$ cat config.mk
export PLATFORM = sky130hd
export DESIGN_NAME = pe_result_drain
export DESIGN_NICKNAME = d
export VERILOG_FILES = /design/src/rtl/pe_result_drain.sv
export SDC_FILE = /design/constraint.sdc
export NUM_CORES = 2
export LEC_CHECK = 0
export CORE_MARGIN = 4
export CORE_UTILIZATION = 25
export CTS_CLUSTER_SIZE = 16
export DETAILED_ROUTE_END_ITERATION = 6
export PLACE_DENSITY_LB_ADDON = 0.25
export SLEW_MARGIN = 20
export SYNTH_ARGS = -nofsm -noshare
export SYNTH_HDL_FRONTEND = slang
export SYNTH_SLANG_ARGS = --single-unit
$ cat constraint.sdc
create_clock -name clk -period 5.08 [get_ports clk]
set_input_delay 1.016 -clock clk [delete_from_list [all_inputs] [get_ports clk]]
set_output_delay 1.016 -clock clk [all_outputs]
set_load 0.02 [all_outputs]
$ cat src/rtl/pe_result_drain.sv
// pe_result_drain: per-lane result FIFOs between the PE array and the AXI
// read-back path. While idle it captures one result word per lane per cycle.
// A save_sop pulse drains the lanes in ascending order over a valid/ready
// stream and returns one rd_eop pulse per lane, empty lanes included.

module pe_result_drain #(
  parameter int LANES = 8,
  parameter int DEPTH = 8,
  parameter int DW    = 32
) (
  input  logic                     clk,
  input  logic                     rst,
  input  logic [LANES-1:0]         wr_en,
  input  logic [LANES*DW-1:0]      wr_data,
  input  logic                     save_sop,
  output logic                     m_valid,
  input  logic                     m_ready,
  output logic [DW-1:0]            m_data,
  output logic [$clog2(LANES)-1:0] m_lane,
  output logic                     m_last,
  output logic [LANES-1:0]         rd_eop,
  output logic                     busy,
  output logic                     drain_done,
  output logic                     ovf
);

  localparam int LW = $clog2(LANES);
  localparam int PW = $clog2(DEPTH);
  localparam int CW = PW + 1;

  localparam logic [CW-1:0]    CNT_ZERO  = CW'(1'b0);
  localparam logic [CW-1:0]    CNT_ONE   = CW'(1'b1);
  localparam logic [CW-1:0]    CNT_FULL  = CW'(DEPTH);
  localparam logic [LW-1:0]    LANE_ZERO = LW'(1'b0);
  localparam logic [LW-1:0]    LANE_ONE  = LW'(1'b1);
  localparam logic [LW-1:0]    LANE_LAST = LW'(LANES - 1);
  localparam logic [PW-1:0]    PTR_ONE   = PW'(1'b1);
  localparam logic [LANES-1:0] EOP_LANE0 = LANES'(1'b1);
  localparam logic [LANES-1:0] EOP_NONE  = LANES'(1'b0);

  typedef enum logic [1:0] {
    ST_IDLE  = 2'd0,
    ST_DRAIN = 2'd1,
    ST_DONE  = 2'd2
  } state_t;

  state_t state_r;
  state_t state_next_s;

  // Per-lane storage and bookkeeping
  logic [DW-1:0]    mem_r    [LANES][DEPTH];
  logic [PW-1:0]    wr_ptr_r [LANES];
  logic [PW-1:0]    rd_ptr_r [LANES];
  logic [CW-1:0]    count_r  [LANES];

  logic [LW-1:0]    lane_idx_r;
  logic [LW-1:0]    lane_idx_next_s;
  logic [LANES-1:0] rd_eop_r;
  logic             drain_done_r;
  logic             ovf_r;

  logic [LANES-1:0] push_s;
  logic [LANES-1:0] pop_s;
  logic             drop_s;
  logic [CW-1:0]    cur_count_s;
  logic             valid_s;
  logic             beat_s;
  logic             lane_done_s;
  logic             last_lane_s;

  // Current-lane view: occupancy, stream handshake and lane completion
  always_comb begin
    cur_count_s = count_r[lane_idx_r];
    valid_s     = (state_r == ST_DRAIN) && (cur_count_s != CNT_ZERO);
    beat_s      = valid_s && m_ready;
    last_lane_s = (lane_idx_r == LANE_LAST);
    // An empty lane finishes immediately; a busy lane finishes on its last pop.
    lane_done_s = (state_r == ST_DRAIN) &&
                  ((cur_count_s == CNT_ZERO) || (beat_s && (cur_count_s == CNT_ONE)));
  end

  // Write acceptance: push only in IDLE with room, anything else is dropped
  always_comb begin
    push_s = LANES'(1'b0);
    drop_s = 1'b0;
    for (int i = 0; i < LANES; i++) begin
      if (wr_en[i]) begin
        if ((state_r == ST_IDLE) && (count_r[i] != CNT_FULL)) begin
          push_s[i] = 1'b1;
        end else begin
          drop_s = 1'b1;
        end
      end else begin
        push_s[i] = 1'b0;
      end
    end
  end

  // Pop decode: the stream beat retires the head of the lane being drained
  always_comb begin
    pop_s = LANES'(1'b0);
    for (int i = 0; i < LANES; i++) begin
      pop_s[i] = beat_s && (lane_idx_r == LW'(i));
    end
  end

  // Next-state and lane-index sequencing
  always_comb begin
    state_next_s    = state_r;
    lane_idx_next_s = lane_idx_r;
    case (state_r)
      ST_IDLE: begin
        if (save_sop) begin
          state_next_s    = ST_DRAIN;
          lane_idx_next_s = LANE_ZERO;
        end else begin
          state_next_s    = ST_IDLE;
        end
      end
      ST_DRAIN: begin
        if (lane_done_s) begin
          if (last_lane_s) begin
            state_next_s    = ST_DONE;
          end else begin
            lane_idx_next_s = lane_idx_r + LANE_ONE;
          end
        end else begin
          state_next_s = ST_DRAIN;
        end
      end
      ST_DONE: begin
        state_next_s    = ST_IDLE;
        lane_idx_next_s = LANE_ZERO;
      end
      default: begin
        state_next_s    = ST_IDLE;
        lane_idx_next_s = LANE_ZERO;
      end
    endcase
  end

  // Control registers: state, lane index, completion pulses, sticky overflow
  always_ff @(posedge clk) begin
    if (rst) begin
      state_r      <= ST_IDLE;
      lane_idx_r   <= LANE_ZERO;
      rd_eop_r     <= EOP_NONE;
      drain_done_r <= 1'b0;
      ovf_r        <= 1'b0;
    end else begin
      state_r      <= state_next_s;
      lane_idx_r   <= lane_idx_next_s;
      rd_eop_r     <= lane_done_s ? (EOP_LANE0 << lane_idx_r) : EOP_NONE;
      drain_done_r <= lane_done_s && last_lane_s;
      ovf_r        <= ovf_r | drop_s;
    end
  end

  // FIFO pointers and counts; push (IDLE only) and pop (DRAIN only) never coincide
  always_ff @(posedge clk) begin
    if (rst) begin
      for (int i = 0; i < LANES; i++) begin
        wr_ptr_r[i] <= PW'(1'b0);
        rd_ptr_r[i] <= PW'(1'b0);
        count_r[i]  <= CNT_ZERO;
      end
    end else begin
      for (int i = 0; i < LANES; i++) begin
        if (push_s[i]) begin
          wr_ptr_r[i] <= wr_ptr_r[i] + PTR_ONE;
          count_r[i]  <= count_r[i] + CNT_ONE;
        end else if (pop_s[i]) begin
          rd_ptr_r[i] <= rd_ptr_r[i] + PTR_ONE;
          count_r[i]  <= count_r[i] - CNT_ONE;
        end
      end
    end
  end

  // FIFO storage; contents need no reset since counts gate visibility
  always_ff @(posedge clk) begin
    for (int i = 0; i < LANES; i++) begin
      if (push_s[i]) begin
        mem_r[i][wr_ptr_r[i]] <= wr_data[i*DW +: DW];
      end
    end
  end

  assign m_valid    = valid_s;
  assign m_data     = mem_r[lane_idx_r][rd_ptr_r[lane_idx_r]];
  assign m_lane     = lane_idx_r;
  assign m_last     = valid_s && (cur_count_s == CNT_ONE);
  assign rd_eop     = rd_eop_r;
  assign busy       = (state_r != ST_IDLE);
  assign drain_done = drain_done_r;
  assign ovf        = ovf_r;

endmodule

==> summary.txt <==
status - finished, final reports clean
GRT Util Overall - 17.00%
CP Capture Type - output port
CTS Buffer Depth - 4
Max stage delay on crit path - 0.77 ns
r2r endpoint - count_r[7][3]$_SDFFCE_PP0P_
Unique masters post-synth - 60
Hold Path Origin - state_r[0]$_SDFFE_PP0P_
Worst-Margin Slew - 1.117 ns
Setup WS post-layout - 0.04994 ns
vias in the first global route - 44,770
drt pass-1 iters - 5
Worst EP arrival - 4.01 ns
Synthesized Nets - 4,081
fin crit share - 99.02%
Placement Setup Slack - 0.1849 ns
H-tree depth - 4
first-pass GRT wire length - 403,000 um
static leakage - 0.03126 uW
total gr overflow - 0
hold path cells - 1
Ys Warns - 0
Post-synth ARST share - 0%
register area - 64,270 sq um
EDFF count, synth - 2,128
FF-to-FF path depth - 13
Critical Path RT - 4.06 ns
Hold-fix buffers, CTS - 0
Clock transition at path regs - 0.06 ns
vias after detailed routing - 43,730
initial DRC count - 4,848
crit path time final - 5.030 ns
Synth top area share - 76.33%
total of max-cap violations - 0
clk sinks - 2,146
cells after synthesis - 3,768
type of the worst setup path - register to output port
fillers - 31,940
final wirelength - 303,200 um
WL/cell - 33.80 um
Reg2Reg Setup Slack - 1.00 ns
commonest cells after routing, fill and taps aside - edfxtp_1, mux4_2, clkdlybuf4s50_1, clkbuf_16, buf_4
final instance area - 102,500 sq um
die area - 344,200 sq um
core area - 333,400 sq um
maximum vdd drop - 0.2627 mV
Setup TNS Final - 0 ns
largest net degree at the start of global routing - 77
post-synthesis cell area - 83,720 sq um
Top FF cell, synth - edfxtp_1
CTS tree - yes
# DRC - 0
DR vias/cell - 4.874
family with the most delay on the worst path - simple AND/OR/NAND/NOR gates
Yosys reg bits - 2,146
Worst Hold Path EP - state_r[0]$_SDFFE_PP0P_
synth top area cells - edfxtp_1, mux4_2, mux2i_1, o22ai_1, buf_2
Clock Latency Late Sink - 0.87 ns
Synth area leader - edfxtp_1
CTS root buffer - clkbuf_16
hold_ws - 0.5252 ns
Worst setup SP type - register
Rows - 212
Seq/Total Area, Yosys - 76.76%
initial antenna violation count - 111
f_max - 198.8 MHz
Area Growth Syn to Fin - 22.48%
Nets - 4,702
Avg Cell Area, Syn - 22.22 sq um
PortBufs - 315
RSZ-0062 raised after global routing - yes
dpl hpwl - 179,100 um
Slew Limit Fails - 0
crit-path cells - buf_16 -> mux4_2 -> nand3_2 -> o22ai_1 -> or4_1 -> clkdlybuf4s15_2
Buf/Inv on CP - 2
placed standard-cell area - 94,310 sq um
ratio of cells with drive above 1 in the final layout - 28.60%
Worst Skew - 0.04040 ns
Routability Congestion - 0.7925
Fin. Hold Viols - 0
remaining antenna violation count - 0
Slowest cell on crit path - mux4_2
hold crit path type - register to register
Max-slew headroom - 25.45%
Die Span X - 586.7 um
TritonCTS buffer count - 221
PwrDens - 378.8 nW/um^2
die height - 586.7 um
# IOs - 316
area of the multi-input gates - 19,360 sq um
initial core utilization - 25.11%
Final setup violation count - 0
worst-path fanout max - 41
commonest non-fill, non-tap cell in the layout - edfxtp_1
[cell usage after synthesis, drive strengths merged (8+ instances only)]
cell and instances:
edfxtp 2128, mux4 522, mux2i 262, buf 147, o22ai 128, nor2 79
nor3 54, clkbuf 52, nand2b 40, ha 38, nand2 37, or4 32
inv 31, xnor2 23, dfxtp 18, o21ai 15, nor4 14, or2 13
a211oi 12, or3 11, xor2 11, a21oi 9, nor2b 9, nor4b 8
[worst max path at each step]
stage,startpoint,cells after the start,end
CTS,register,8,m_data[10]
global placement,register,7,m_data[17]
detailed placement,register,7,m_data[17]
global route,register,6,m_data[30]
floorplan,state_r[0]$_SDFFE_PP0P_,7,mem_r[2][224]$_DFFE_PP_
finish,register,6,m_data[12]
[flip-flops by register name, indices dropped and copies added (netlist names), named ones only]
register    flops
count_r        32
drain_done      1
m_lane          3
mem_r        2048
ovf             1
rd_eop          8
rd_ptr_r       24
state_r         2
wr_ptr_r       24
[kinds of logic (layout without fill, tap and decap cells)]
group / count (synthesis) / after routing / synth area share (%)
flops: 2146 / 2146 / 76.76
fa+ha+maj: 45 / 45 / 0.7353
compound gates: 199 / 199 / 1.565
buf+inv: 230 / 1016 / 1.243
mux: 785 / 786 / 17.19
xor+xnor: 34 / 34 / 0.3557
simple gates: 329 / 330 / 2.152
other cells: 0 / 29 / 0
[per-layer routing]
layer	global-route usage, %	share of wire (%)	vias up
li1	-	-	17260
met1	22.97	42	24110
met2	28.06	48	1854
met3	3.419	7.4	463
met4	4.224	2.6	46
met5	0	0.10	-
[per-stage QoR]
step                      power (uW)  utilization, %  std cells
final                          38840           30.75       8972
after global routing           40040           30.73       8949
after CTS                      39190           30.63       8926
after detailed placement       23280           28.29       8514
after global placement         23260           28.29       8514
after floorplan                21580               -       3768
[where the power goes]
group | leakage [uW] | internal [uW] | total, uW | switching [uW]
clock | 0.00338 | 8960 | 15800 | 6880
sequential | 0.0195 | 20000 | 20100 | 163
combinational | 0.00837 | 1050 | 2860 | 1810
total | 0.0313 | 30000 | 38800 | 8860
[worst register-to-register path, cell delays in order (launching register included)]
cell and delay (ns):
dfxtp_1 1.05, mux4_2 0.42, mux2i_1 0.17, o2111ai_2 0.11, buf_4 0.22, o21ai_2 0.35
buf_12 0.25, nor2_1 0.11, ha_1 0.28, a21o_1 0.18, a21oi_1 0.17, xnor2_1 0.09
nor2b_1 0.13, mux2_1 0.29
[area by class of cell]
class                           count  share of cell area [%]
Multi-Input combinational cell   1394                   18.88
Antenna cell                       29                 0.07078
Tap cell                         4387                   5.353
Timing Repair Buffer              595                   6.215
Sequential cell                  2146                   62.68
Clock buffer                      260                   5.578
Clock inverter                    130                   1.108
Inverter                           31                  0.1135
[what timing repair did]
action,4_1_cts,5_1_grt
endpoints found under the setup margin,32,17
buffers inserted,15,12
gates resized for setup,147,18
pin swaps,1,0
cloned,8,5
(Power assumes the default switching activity.)
